**config.mk**
```make
export PLATFORM = sky130hd
export DESIGN_NAME = mips_seq_divider
export DESIGN_NICKNAME = d
export VERILOG_FILES = /design/src/rtl/mips_seq_divider.sv
export SDC_FILE = /design/constraint.sdc
export NUM_CORES = 1
export LEC_CHECK = 0
export ABC_AREA = 0
export BUFFER_PORTS_ARGS = -buffer_cell sky130_fd_sc_hd__buf_2
export CAP_MARGIN = 20
export CORE_ASPECT_RATIO = 1.2
export CORE_MARGIN = 2
export CORE_UTILIZATION = 45
export DETAILED_ROUTE_END_ITERATION = 6
export GPL_TIMING_DRIVEN = 0
export SLEW_MARGIN = 20
export SYNTH_ARGS = -nofsm -noshare
export SYNTH_HDL_FRONTEND = slang
export SYNTH_SLANG_ARGS = --single-unit
```
**constraint.sdc**
```tcl
create_clock -name clock -period 9.2 [get_ports clock]
set_clock_uncertainty 0.1 [all_clocks]
set_input_delay 0.46 -clock clock [delete_from_list [all_inputs] [get_ports clock]]
set_output_delay 0.46 -clock clock [all_outputs]
set_load 0.01 [all_outputs]
```
**src/rtl/mips_seq_divider.sv**
```systemverilog
// Multi-cycle restoring divider for DIV/DIVU: one quotient bit per cycle,
// quotient to LO, remainder to HI, with MIPS truncate-toward-zero signing.
module mips_seq_divider #(
  parameter int unsigned WIDTH = 32
) (
  input  logic             clock,
  input  logic             reset,
  input  logic             start,
  input  logic             is_signed,
  input  logic [WIDTH-1:0] dividend,
  input  logic [WIDTH-1:0] divisor,
  output logic             busy,
  output logic             done,
  output logic [WIDTH-1:0] quotient,
  output logic [WIDTH-1:0] remainder,
  output logic             div_by_zero
);

  localparam int unsigned CW = $clog2(WIDTH + 1);

  typedef enum logic [1:0] {IDLE, RUN, FIX, DONE} state_t;

  state_t           state_q, state_d;
  logic [CW-1:0]    cnt_q, cnt_d;
  logic [WIDTH:0]   acc_q, acc_d;
  logic [WIDTH-1:0] dvd_q, dvd_d;
  logic [WIDTH-1:0] dsr_q, dsr_d;
  logic             qneg_q, qneg_d;
  logic             rneg_q, rneg_d;
  logic             busy_q, busy_d;
  logic             done_q, done_d;
  logic [WIDTH-1:0] quot_q, quot_d;
  logic [WIDTH-1:0] rem_q, rem_d;
  logic             dbz_q, dbz_d;

  logic             dvd_sign, dsr_sign;
  logic [WIDTH-1:0] dvd_mag, dsr_mag;
  logic [WIDTH+1:0] shifted, diff;
  logic             borrow;

  always_comb begin
    dvd_sign = is_signed & dividend[WIDTH-1];
    dsr_sign = is_signed & divisor[WIDTH-1];
    dvd_mag  = dvd_sign ? ('0 - dividend) : dividend;
    dsr_mag  = dsr_sign ? ('0 - divisor)  : divisor;

    // Top accumulator bit is always zero between steps; it only widens the trial subtract.
    shifted = {acc_q, dvd_q[WIDTH-1]};
    diff    = shifted - {2'b00, dsr_q};
    borrow  = diff[WIDTH+1];

    state_d = state_q;
    cnt_d   = cnt_q;
    acc_d   = acc_q;
    dvd_d   = dvd_q;
    dsr_d   = dsr_q;
    qneg_d  = qneg_q;
    rneg_d  = rneg_q;
    quot_d  = quot_q;
    rem_d   = rem_q;
    dbz_d   = dbz_q;

    case (state_q)
      IDLE: begin
        if (start) begin
          acc_d = '0;
          cnt_d = CW'(WIDTH);
          dbz_d = 1'b0;
          if (divisor == '0) begin
            quot_d  = '1;
            rem_d   = dividend;
            dbz_d   = 1'b1;
            state_d = DONE;
          end else begin
            dvd_d   = dvd_mag;
            dsr_d   = dsr_mag;
            qneg_d  = dvd_sign ^ dsr_sign;
            rneg_d  = dvd_sign;
            state_d = RUN;
          end
        end
      end
      RUN: begin
        acc_d = borrow ? shifted[WIDTH:0] : diff[WIDTH:0];
        dvd_d = {dvd_q[WIDTH-2:0], ~borrow};
        cnt_d = cnt_q - CW'(1);
        if (cnt_q == CW'(1)) state_d = FIX;
      end
      FIX: begin
        quot_d  = qneg_q ? ('0 - dvd_q) : dvd_q;
        rem_d   = rneg_q ? ('0 - acc_q[WIDTH-1:0]) : acc_q[WIDTH-1:0];
        state_d = DONE;
      end
      DONE: state_d = IDLE;
      default: state_d = IDLE;
    endcase

    busy_d = (state_d == RUN) || (state_d == FIX);
    done_d = (state_d == DONE);
  end

  always_ff @(posedge clock) begin
    if (reset) begin
      state_q <= IDLE;
      cnt_q   <= '0;
      acc_q   <= '0;
      dvd_q   <= '0;
      dsr_q   <= '0;
      qneg_q  <= 1'b0;
      rneg_q  <= 1'b0;
      busy_q  <= 1'b0;
      done_q  <= 1'b0;
      quot_q  <= '0;
      rem_q   <= '0;
      dbz_q   <= 1'b0;
    end else begin
      state_q <= state_d;
      cnt_q   <= cnt_d;
      acc_q   <= acc_d;
      dvd_q   <= dvd_d;
      dsr_q   <= dsr_d;
      qneg_q  <= qneg_d;
      rneg_q  <= rneg_d;
      busy_q  <= busy_d;
      done_q  <= done_d;
      quot_q  <= quot_d;
      rem_q   <= rem_d;
      dbz_q   <= dbz_d;
    end
  end

  assign busy        = busy_q;
  assign done        = done_q;
  assign quotient    = quot_q;
  assign remainder   = rem_q;
  assign div_by_zero = dbz_q;

endmodule

```
==> metrics.txt <==
outcome=completed; Crit path arrival time=4.44 ns; power density relative to cell area=251 nW/um^2; pin count of the biggest net entering global routing=17; main flop type after synthesis=sky130_fd_sc_hd__dfxtp_1; cell at the slowest stage of the critical path=sky130_fd_sc_hd__dfxtp_1; Area growth, synth to finish=14.8%; number of enable flip-flop cells after synthesis=0; Worst Max-Slew Pin Slew=0.794 ns; DRC violations left=0; net load switching power=1.33 mW; clock insertion delay at the later pin of the skew report=0.45 ns; post-synthesis net count=1519; number of global-route vias before repair=10200; stage delay of the slowest cell on the critical path=0.57 ns; # rows=63; first-pass GRT wire length=54100 microns; fraction of final layout cells sized beyond drive strength 1=14.0%; Post-synth ARST share=0%; via density per instance=5.60; category of the worst setup path launch point=register; chain of cells forming the critical path=ha_1 > nor2b_1 > o31a_1 > o211ai_1 > nand3_1 > o2111ai_1 > a31oi_1 > nor2_1 > buf_2 > clkbuf_1 > a2bb2oi_1 > o21ai_0; Hold Crit Class=input port to register; count of different cell masters after synthesis=67; final critical-path share of the clock period=45.7%; post-route non-filler standard cell count=1901; vertical extent of the die=176 microns; starting utilization of the core area=45.4%; CTS Hold Bufs=0; CTS Root Cell=sky130_fd_sc_hd__clkbuf_16; leakage power total=5.12 nW; routed len/inst=18.2 microns; top cells by area, synth=sky130_fd_sc_hd__dfxtp_1, sky130_fd_sc_hd__nand2_1, sky130_fd_sc_hd__xnor2_1, sky130_fd_sc_hd__xor2_1, sky130_fd_sc_hd__a21oi_1; portion of total power attributed to the clock network=22.3%; area fraction of the dominant cell type after synthesis=31.3%; area of the die=26000 sq um; initial antenna violation count=0; total of endpoints with negative setup slack in the final report=0; minimum setup slack among reg-to-reg paths=5.00 ns; largest voltage drop on the vdd net=0.000146 V; horizontal die dimension=148 microns; number of standard cells after synthesis=1411; HPWL after detailed placement=27400 microns; cell type group with the largest total delay on the critical path=compound AO/OA/AOI/OAI gates; Yosys warning count=0; total via count after detailed routing=10600; peak clock frequency supported by timing=238 MHz; largest area contributor in the synthesized netlist=sky130_fd_sc_hd__dfxtp_1; critical register-to-register path endpoint=acc_q[31]$_SDFFE_PP0P_; count of inserted antenna diode cells=0; Pre-Repair DR Iteration Count=5; violation count after the first detailed-routing iteration=632; Hold Worst Slack=0.221 ns; total internal power=1.88 mW; Worst path depth=12; mean instance size in the synthesized netlist=7.89 sq um; Reg-to-Reg Start=acc_q[0]$_SDFFE_PP0P_; register bit count reported by yosys=174; TritonCTS clock tree=done; PortBufs=133; Critical Path Sink Type=register; synthesized area=11100 sq um; number of nets with antenna violations after routing=0; number of top-level design ports=135; required time of the critical path=9.43 ns; clock sinks=174; H-tree depth=4; Post-CTS Resized=0; tightest slew margin relative to the limit=46.6%; proportion of power drawn by combinational gates=48.2%; total of max-cap violations=0; count of endpoints failing hold in the final timing report=0; Post CTS Setup Buffer Count=0; Total Neg Setup Slack=0 ns; overall track demand over capacity in global routing=26.4%; Buf+Inv Stages, Crit Path=2; final design utilization=52.1%; worst-case clock buffer depth=2; unrepaired setup endpoints after global routing=false; total congestion overflow=0; worst hold endpoint=dsr_q[1]$_SDFFE_PP0P_; DP Cell Count=1869; Worst-path clk slew=0.07 ns; RD Place Congestion=0.917; crit path kind=register to register; number of cells on the worst hold path=3; Num CTS Buffers=17; Worst Reg-to-Reg Cells=12; Hold Startpoint=divisor[1]; sequential power share=29.5%; number of nets at the end of the flow=1671; placeable core area=24500 sq um; final wirelength=34600 microns; register area share after synthesis=31.3%; largest fanout on the critical path=10; max-slew violation count=0; switching part of the total power=41.4%; final critical path time including I/O delays and setup=4.20 ns
[synthesized netlist by cell type (all sizes together) (4+ instances only)]
| cell type | n |
|---|---|
| o221a | 15 |
| o22ai | 6 |
| mux2i | 25 |
| a221oi | 29 |
| or2 | 7 |
| nor2 | 137 |
| nand3 | 21 |
| nor4 | 19 |
| or4 | 10 |
| nor3 | 22 |
| buf | 25 |
| and2 | 9 |
| o211ai | 30 |
| clkbuf | 60 |
| nand2b | 11 |
| inv | 56 |
| a31oi | 7 |
| o21ai | 83 |
| xnor2 | 74 |
| and4 | 4 |
| ha | 39 |
| o21a | 8 |
| a311oi | 13 |
| a21o | 15 |
| or3 | 22 |
| nor2b | 13 |
| dfxtp | 174 |
| xor2 | 67 |
| nand2 | 177 |
| o41ai | 13 |
| a211oi | 40 |
| and3 | 4 |
| nand4 | 7 |
| a21oi | 102 |
| o31ai | 30 |
| a2bb2oi | 4 |
[worst max-delay path by stage]
stage	startpoint	slack (ns)	endpoint
after floorplan	acc_q[0]$_SDFFE_PP0P_	6.19	acc_q[29]$_SDFFE_PP0P_
after global routing	acc_q[0]$_SDFFE_PP0P_	4.76	acc_q[31]$_SDFFE_PP0P_
after global placement	acc_q[0]$_SDFFE_PP0P_	5.02	acc_q[30]$_SDFFE_PP0P_
final	acc_q[0]$_SDFFE_PP0P_	5.00	acc_q[31]$_SDFFE_PP0P_
after detailed placement	acc_q[0]$_SDFFE_PP0P_	5.00	acc_q[30]$_SDFFE_PP0P_
after CTS	acc_q[0]$_SDFFE_PP0P_	4.97	acc_q[30]$_SDFFE_PP0P_
[cell type report]
class | count | area, sq um
clock inverter | 11 | 110
sequential | 174 | 3480
clock buffer | 21 | 460
timing repair buffer | 133 | 666
tap | 325 | 407
fill | 2529 | 11700
buffer | 85 | 358
multi-input combinational | 1096 | 7080
inverter | 56 | 210
[per-stage QoR]
stage	power (mW)	instance area [sq um]	setup slack (ns)
6_report	3.21	12800	5.00
5_1_grt	3.43	12800	4.76
4_1_cts	3.21	12800	4.97
3_5_place_dp	2.50	12200	5.00
3_3_place_gp	2.48	12200	5.02
2_1_floorplan	2.12	11100	6.19
[sequential cells by signal, summed over array words and instances, names as in the netlist]
| register | cells |
|---|---|
| rneg_q | 1 |
| dvd_q | 32 |
| cnt_q | 6 |
| quotient | 32 |
| qneg_q | 1 |
| state_q | 2 |
| remainder | 32 |
| dsr_q | 32 |
| acc_q | 33 |
| busy | 1 |
| done | 1 |
| div_by_zero | 1 |
[tightest hold or removal path: stages]
cell,delay [ns]
sky130_fd_sc_hd__buf_2,0.12
sky130_fd_sc_hd__nand2_1,0.06
sky130_fd_sc_hd__a311oi_1,0.09
[power by group through the flow]
stage / sequential (mW) / clock [mW] / combinational, mW
final: 0.947 / 0.715 / 1.55
after global routing: 0.959 / 0.753 / 1.72
after CTS: 0.944 / 0.721 / 1.54
after detailed placement: 0.961 / 0 / 1.54
after global placement: 0.959 / 0 / 1.52
after floorplan: 0.929 / 0 / 1.19
[per-layer routing]
metal / up-vias / global-route usage [%] / part of all wire (%)
met5: - / 0 / 0
met4: 0 / 10.0 / 2.3
met3: 50 / 2.87 / 3.7
met2: 266 / 49.3 / 51
met1: 4933 / 30.9 / 43
li1: 5393 / - / -
[layout by cell type (no fill, tap or decap), types with 12 or more instances in the layout]
cell	synthesis	final
sky130_fd_sc_hd__a311oi_1	13	13
sky130_fd_sc_hd__nor2_1	136	136
sky130_fd_sc_hd__o31ai_1	28	28
sky130_fd_sc_hd__a21oi_1	102	102
sky130_fd_sc_hd__ha_1	39	39
sky130_fd_sc_hd__inv_1	56	56
sky130_fd_sc_hd__nand2_1	177	177
sky130_fd_sc_hd__nor3_1	20	20
sky130_fd_sc_hd__nor4_1	13	13
sky130_fd_sc_hd__nor2b_1	13	13
sky130_fd_sc_hd__a211oi_1	40	40
sky130_fd_sc_hd__o211ai_1	30	30
sky130_fd_sc_hd__clkbuf_1	60	62
sky130_fd_sc_hd__dfxtp_1	174	174
sky130_fd_sc_hd__nand3_1	21	21
sky130_fd_sc_hd__buf_2	13	146
sky130_fd_sc_hd__xor2_1	67	67
sky130_fd_sc_hd__a221oi_1	29	29
sky130_fd_sc_hd__or3_1	20	20
sky130_fd_sc_hd__a21o_1	15	15
sky130_fd_sc_hd__clkbuf_16	0	17
sky130_fd_sc_hd__o221a_2	14	14
sky130_fd_sc_hd__o41ai_1	12	12
sky130_fd_sc_hd__mux2i_1	25	25
sky130_fd_sc_hd__xnor2_1	74	74
sky130_fd_sc_hd__o21ai_0	80	80
[kinds of logic after synthesis]
kind of cell / synth area share (%)
compound gates: 25.5
xor+xnor: 11.1
fa+ha+maj: 4.56
buf+inv: 5.10
flops: 31.3
mux: 2.35
simple gates: 20.1
Power figures use the tool's default switching activity.
